File: config.mk
export PLATFORM = sky130hd
export DESIGN_NAME = load_unit_flat
export DESIGN_NICKNAME = d
export VERILOG_FILES = /design/src/rtl/rv32i_pkg.sv /design/src/rtl/load_unit_if.sv /design/src/rtl/load_extend.sv /design/src/rtl/load_unit.sv /design/src/flat_wrapper.sv
export SDC_FILE = /design/constraint.sdc
export NUM_CORES = 1
export LEC_CHECK = 0
export CELL_PAD_IN_SITES_DETAIL_PLACEMENT = 0
export CELL_PAD_IN_SITES_GLOBAL_PLACEMENT = 1
export CORE_MARGIN = 3
export CORE_UTILIZATION = 36
export CTS_BUF_LIST = sky130_fd_sc_hd__clkbuf_4 sky130_fd_sc_hd__clkbuf_8
export CTS_CLUSTER_SIZE = 25
export DETAILED_ROUTE_END_ITERATION = 10
export PLACE_DENSITY_LB_ADDON = 0.1
export REMOVE_ABC_BUFFERS = 1
export SLEW_MARGIN = 30
export SYNTH_ARGS = -nofsm -noshare
export SYNTH_HDL_FRONTEND = slang
export SYNTH_HIERARCHICAL = 1
export SYNTH_SLANG_ARGS = --single-unit
File: constraint.sdc
create_clock -name clk -period 2.21 [get_ports clk]
set_input_delay 0.221 -clock clk [delete_from_list [all_inputs] [get_ports clk]]
set_output_delay 0.221 -clock clk [all_outputs]
set_load 0.1 [all_outputs]
File: src/rtl/rv32i_pkg.sv
// Shared RV32I definitions for the data-memory load path: funct3 encodings,
// load sequencer state type and the legal-funct3 decode.
package rv32i_pkg;

    localparam logic [2:0] F3_LB  = 3'b000;
    localparam logic [2:0] F3_LH  = 3'b001;
    localparam logic [2:0] F3_LW  = 3'b010;
    localparam logic [2:0] F3_LBU = 3'b100;
    localparam logic [2:0] F3_LHU = 3'b101;

    typedef enum logic [1:0] {
        IDLE = 2'd0,
        REQ  = 2'd1,
        WAIT = 2'd2,
        RESP = 2'd3
    } load_state_t;

    function automatic logic f3_illegal(input logic [2:0] f3);
        logic bad;
        case (f3)
            F3_LB, F3_LH, F3_LW, F3_LBU, F3_LHU: bad = 1'b0;
            default:                             bad = 1'b1;
        endcase
        return bad;
    endfunction

endpackage

File: src/rtl/load_unit_if.sv
// Bundle of the execute request, data-memory read port and writeback response
// seen by the load unit; slave is the unit itself, master is its environment.
interface load_unit_if;

    logic        req_valid;
    logic        req_ready;
    logic [31:0] req_addr;
    logic [2:0]  req_funct3;

    logic        mem_req_valid;
    logic        mem_req_ready;
    logic [31:0] mem_addr;
    logic        mem_rsp_valid;
    logic [31:0] mem_rdata;

    logic        rsp_valid;
    logic [31:0] rsp_data;
    logic        rsp_err;

    modport slave (
        input  req_valid, req_addr, req_funct3,
        input  mem_req_ready, mem_rsp_valid, mem_rdata,
        output req_ready, mem_req_valid, mem_addr,
        output rsp_valid, rsp_data, rsp_err
    );

    modport master (
        output req_valid, req_addr, req_funct3,
        output mem_req_ready, mem_rsp_valid, mem_rdata,
        input  req_ready, mem_req_valid, mem_addr,
        input  rsp_valid, rsp_data, rsp_err
    );

endinterface

File: src/rtl/load_extend.sv
// Byte/halfword lane select and sign/zero extension of a little-endian read word.
// Purely combinational; feeds the registered response in load_unit.
module load_extend
    import rv32i_pkg::*;
(
    input  logic [31:0] word,
    input  logic [1:0]  offset,
    input  logic [2:0]  funct3,
    output logic [31:0] data,
    output logic        illegal
);

    logic signed [7:0]  lane_b;
    logic signed [15:0] lane_h;
    logic signed [31:0] sext_b;
    logic signed [31:0] sext_h;

    // Halfword lane uses only offset[1]; misaligned halves never reach here.
    assign lane_b = word[{offset, 3'b000} +: 8];
    assign lane_h = word[{offset[1], 4'b0000} +: 16];
    assign sext_b = lane_b;
    assign sext_h = lane_h;

    always_comb begin
        data    = '0;
        illegal = f3_illegal(funct3);
        case (funct3)
            F3_LB:   data = sext_b;
            F3_LH:   data = sext_h;
            F3_LW:   data = word;
            F3_LBU:  data = {24'h000000, lane_b};
            F3_LHU:  data = {16'h0000, lane_h};
            default: data = '0;
        endcase
    end

endmodule

File: src/rtl/load_unit.sv
// RV32I load sequencer: accepts one load, issues a word-aligned memory read,
// formats the returned lane and pulses the result to writeback.
module load_unit
    import rv32i_pkg::*;
(
    input  logic        clk,
    input  logic        rst_n,
    load_unit_if.slave  bus
);

    load_state_t state;
    logic        req_ready_q;
    logic        mem_req_valid_q;
    logic [31:0] mem_addr_q;
    logic        rsp_valid_q;
    logic [31:0] rsp_data_q;
    logic        rsp_err_q;
    logic [1:0]  off_q;
    logic [2:0]  f3_q;

    logic [31:0] ext_data;
    logic        ext_illegal;
    logic        req_bad;

    function automatic logic misaligned(input logic [2:0] f3, input logic [1:0] off);
        logic mis;
        case (f3)
            F3_LH, F3_LHU: mis = off[0];
            F3_LW:         mis = (off != 2'b00);
            default:       mis = 1'b0;
        endcase
        return mis;
    endfunction

    assign req_bad = misaligned(bus.req_funct3, bus.req_addr[1:0]) |
                     f3_illegal(bus.req_funct3);

    // Formats from the raw memory word; only the RESP registers see the result.
    load_extend u_extend (
        .word    (bus.mem_rdata),
        .offset  (off_q),
        .funct3  (f3_q),
        .data    (ext_data),
        .illegal (ext_illegal)
    );

    always_ff @(posedge clk or negedge rst_n) begin
        if (!rst_n) begin
            state           <= IDLE;
            req_ready_q     <= 1'b1;
            mem_req_valid_q <= 1'b0;
            mem_addr_q      <= '0;
            rsp_valid_q     <= 1'b0;
            rsp_data_q      <= '0;
            rsp_err_q       <= 1'b0;
            off_q           <= '0;
            f3_q            <= '0;
        end else begin
            case (state)
                IDLE: begin
                    if (bus.req_valid) begin
                        off_q       <= bus.req_addr[1:0];
                        f3_q        <= bus.req_funct3;
                        mem_addr_q  <= {bus.req_addr[31:2], 2'b00};
                        req_ready_q <= 1'b0;
                        if (req_bad) begin
                            state       <= RESP;
                            rsp_valid_q <= 1'b1;
                            rsp_err_q   <= 1'b1;
                            rsp_data_q  <= '0;
                        end else begin
                            state           <= REQ;
                            mem_req_valid_q <= 1'b1;
                        end
                    end
                end
                REQ: begin
                    if (bus.mem_req_ready) begin
                        mem_req_valid_q <= 1'b0;
                        state           <= WAIT;
                    end
                end
                WAIT: begin
                    if (bus.mem_rsp_valid) begin
                        rsp_data_q  <= ext_data;
                        rsp_err_q   <= ext_illegal;
                        rsp_valid_q <= 1'b1;
                        state       <= RESP;
                    end
                end
                RESP: begin
                    rsp_valid_q <= 1'b0;
                    req_ready_q <= 1'b1;
                    state       <= IDLE;
                end
                default: begin
                    state <= IDLE;
                end
            endcase
        end
    end

    assign bus.req_ready     = req_ready_q;
    assign bus.mem_req_valid = mem_req_valid_q;
    assign bus.mem_addr      = mem_addr_q;
    assign bus.rsp_valid     = rsp_valid_q;
    assign bus.rsp_data      = rsp_data_q;
    assign bus.rsp_err       = rsp_err_q;

endmodule

File: src/flat_wrapper.sv
// flat-port wrapper written by rule: the top's interface ports become plain ports
module load_unit_flat import rv32i_pkg::*;
  (clk, rst_n, bus_req_valid, bus_req_addr, bus_req_funct3, bus_mem_req_ready, bus_mem_rsp_valid, bus_mem_rdata, bus_req_ready, bus_mem_req_valid, bus_mem_addr, bus_rsp_valid, bus_rsp_data, bus_rsp_err);
  load_unit_if bus_i ();
  input  logic clk;
  input  logic rst_n;
  input wire logic [$bits(bus_i.req_valid)-1:0] bus_req_valid;
  input wire logic [$bits(bus_i.req_addr)-1:0] bus_req_addr;
  input wire logic [$bits(bus_i.req_funct3)-1:0] bus_req_funct3;
  input wire logic [$bits(bus_i.mem_req_ready)-1:0] bus_mem_req_ready;
  input wire logic [$bits(bus_i.mem_rsp_valid)-1:0] bus_mem_rsp_valid;
  input wire logic [$bits(bus_i.mem_rdata)-1:0] bus_mem_rdata;
  output wire logic [$bits(bus_i.req_ready)-1:0] bus_req_ready;
  output wire logic [$bits(bus_i.mem_req_valid)-1:0] bus_mem_req_valid;
  output wire logic [$bits(bus_i.mem_addr)-1:0] bus_mem_addr;
  output wire logic [$bits(bus_i.rsp_valid)-1:0] bus_rsp_valid;
  output wire logic [$bits(bus_i.rsp_data)-1:0] bus_rsp_data;
  output wire logic [$bits(bus_i.rsp_err)-1:0] bus_rsp_err;
  assign bus_i.req_valid = bus_req_valid;
  assign bus_i.req_addr = bus_req_addr;
  assign bus_i.req_funct3 = bus_req_funct3;
  assign bus_i.mem_req_ready = bus_mem_req_ready;
  assign bus_i.mem_rsp_valid = bus_mem_rsp_valid;
  assign bus_i.mem_rdata = bus_mem_rdata;
  assign bus_req_ready = bus_i.req_ready;
  assign bus_mem_req_valid = bus_i.mem_req_valid;
  assign bus_mem_addr = bus_i.mem_addr;
  assign bus_rsp_valid = bus_i.rsp_valid;
  assign bus_rsp_data = bus_i.rsp_data;
  assign bus_rsp_err = bus_i.rsp_err;
  load_unit u_core (.clk(clk), .rst_n(rst_n), .bus(bus_i));
endmodule
==> impl_metrics.tcl, run 1 <==
set metrics [dict create \
    synth-seq-cells 73 \
    post_dp_cell_area_mm2 0.00571 \
    seq_area_frac_synth_pct 42.3 \
    vias 3965 \
    relSlewSlack_pct 47.7 \
    drv_cap 0 \
    ys.warnings.count 6 \
    core_area_mm2 0.0116 \
    cts_tree "done" \
    clock_skew_ps 7.64 \
    layout_min_cycle_time_ps 2100 \
    ios 140 \
    postSynthCellCount 424 \
    use_met3_pct 5.48 \
    drive_gt1_share_pct 31.2 \
    crit_fanout 9 \
    routedWlPerCell_um 19.0 \
    design_area_mm2 0.00592 \
    cts_max_level 3 \
    rows 39 \
    run_status "finished, final reports clean" \
    dr.pass1.iters 5 \
    finalSetupViolCount 0 \
    crit_arrival_ps 2400 \
    globalRouteOverflowTotal 0 \
    gr-usage-met2_pct 31.9 \
    diodes 0 \
    final_antenna_net_count 0 \
    synthArstFlopShare_pct 100 \
    grt_busiest_layer "met2" \
    antenna_found_initial 0 \
    io_buffers 137 \
    cts-root-buf "clkbuf_8" \
    die_y_um 116 \
    synth_edf_count 0 \
    maxSlewViolCount 0 \
    synth_cell_types 45 \
    insertion_delay_ps 360 \
    grt_pass1_vias 3943 \
    synth_flop_cell "dfrtp_1" \
    required_ps 2510 \
    fin_nets 637 \
    cts_made_buffers 9 \
    hold_path.class "in -> async" \
    use_met1_pct 27.1 \
    dieArea_mm2 0.0133 \
    cts_sinks 73 \
    initial_core_util_pct 37.3 \
    critPathCaptureType "flip-flop" \
    drt_iter0_drc 227 \
    path_cells "nor2_1 > buf_4 > nand3_1 > o211ai_1 > nand3_1 > a21oi_1 > a221o_1" \
    clk_pin_slew_ps 80 \
    placed_cells 690 \
    finalNonFillerCells 707 \
    drc 0 \
    die_w_um 116 \
    syn_area_mm2 0.00432 \
    slowest_stage "nor2_1" \
    worst_setup_path_start_kind "flip-flop" \
    dp_hpwl_um 9090 \
    rsz0062_at_grt "no" \
    cpPeakStageDelay_ps 630 \
    period_share_pct 94.8 \
    area_delta_synth_final_pct 37.1 \
    critical-path-top-delay-family "simple AND/OR/NAND/NOR gates" \
    fmax_mhz 477 \
    viasPerCell 5.61 \
    critPathKind "reg -> reg" \
    gp_congestion 0.769 \
    path_buf_inv 1 \
    wl_um 13400 \
    gr-usage-all-layers_pct 20.3 \
    avgSynthCellArea_um2 10.2 \
    tightest_slew_ps 782 \
    crit_top_cell "nand3_1" \
    grt_pass1_wl_um 21100 \
    hold_violations 0 \
    grt_max_degree 74 \
    cts_max_path_buffers 2 \
]
[cell type report]
cell class	instances	area, um2
Fill cell	1085	5640
Multi-Input combinational cell	302	2210
Sequential cell	73	1830
Timing Repair Buffer	166	1480
Tap cell	143	179
Clock buffer	9	124
Clock inverter	6	60.1
Inverter	8	35.0
[layer usage]
metal	wire length [um]	up-vias	part of all wire (%)
li1	-	1856	-
met1	5810	1965	43
met2	6370	131	48
met3	1020	13	7.6
met4	209	0	1.6
met5	0	-	0
[cells in the mapped netlist (all sizes together), types with 12 or more instances]
master | count | share of area [%]
a21oi | 34 | 3.9
a221o | 32 | 7.5
buf | 30 | 4.6
clkbuf | 12 | 1.1
dfrtp | 72 | 42
mux2 | 51 | 13
mux2i | 12 | 2.8
nand2 | 45 | 3.9
nand3 | 48 | 5.6
o211ai | 16 | 2.8
o21ai | 13 | 1.9
[state kept, by name, indices dropped and copies added, names as in the netlist]
| register | flops |
|---|---|
| u_core/bus.mem_req_valid | 1 |
| u_core/bus.rsp_valid | 1 |
| u_core/off_q | 2 |
| u_core/bus.rsp_err | 1 |
| u_core/f3_q | 3 |
| u_core/state | 2 |
| u_core/bus.mem_addr | 30 |
| u_core/bus.req_ready | 1 |
| u_core/bus.rsp_data | 32 |
[cells by family after synthesis]
group,share of synthesized area [%]
AOI/OAI and AO/OA,20.5
adders and majority gates,1.45
buffers and inverters,6.52
DFF,42.3
muxes,16.2
other,0.0868
and+or+nand+nor,13.0
[per-stage QoR]
step                utilization (%)  setup WS [ps]  hold slack [ps]  setup TNS, ps
detailed placement             49.4           -248              441          -5090
finish                         51.2            114              457              0
global route                   51.2           5.01              439              0
global placement               49.4           -204              440          -4070
CTS                            51.0           24.6             41.4              0
floorplan                         -           -625            -74.6         -35110
[placed cells by master (no fill, tap or decap), types with 2 or more instances in the layout]
cell / n
buf_4: 89
dfrtp_1: 72
clkdlybuf4s50_1: 70
mux2_2: 50
nand3_1: 48
nand2_1: 45
a21oi_1: 34
a221o_1: 29
o211ai_1: 16
mux2i_1: 12
clkbuf_8: 9
o21ai_0: 8
o22ai_1: 8
inv_1: 7
a22oi_1: 7
nor2_1: 6
ha_1: 5
buf_12: 4
clkinv_2: 3
nand2b_1: 3
nor2b_1: 3
a221o_2: 3
o21ai_1: 3
clkinvlp_4: 2
buf_6: 2
a222oi_1: 2
conb_1: 2
o221ai_1: 2
[final timing paths]
kind / start / cells after the start / slack (ps) / end
max: u_core/f3_q[2] / 7 / 110 / u_core/bus.rsp_data[18]
min: rst_n / 2 / 460 / u_core/bus.rsp_data[0]
max reg2reg: u_core/f3_q[2] / 7 / 110 / u_core/bus.rsp_data[18]
min reg2reg: u_core/bus.req_ready / 2 / 510 / u_core/bus.req_ready
max in group asynchronous: rst_n / 2 / 1280 / u_core/bus.mem_addr[19]
min in group clk: bus_req_addr[10] / 2 / 470 / u_core/bus.mem_addr[10]
[repair_timing]
| item | in CTS | in global routing |
|---|---|---|
| gates resized for setup | 0 | 1 |
| hold buffers | 0 | 1 |
| hold endpoints to repair | 0 | 72 |
| setup buffers | 0 | 0 |
| setup endpoints to repair | 0 | 16 |
Power of run 1 is left out: the tool's default activity adds up to more than one toggle a clock period on the data nets, which glitch-free logic cannot reach.
==> inputs of run 2 (changes only) <==
--- a/config.mk
+++ b/config.mk
@@ -5,6 +5,7 @@
 export SDC_FILE = /design/constraint.sdc
 export NUM_CORES = 1
 export LEC_CHECK = 0
+export CAP_MARGIN = 10
 export CELL_PAD_IN_SITES_DETAIL_PLACEMENT = 0
 export CELL_PAD_IN_SITES_GLOBAL_PLACEMENT = 1
 export CORE_MARGIN = 3
==> results of run 2 <==
No change in the layout: final DEF, timing and power equal those of run 1.
Power of run 2 is left out for the same reason.
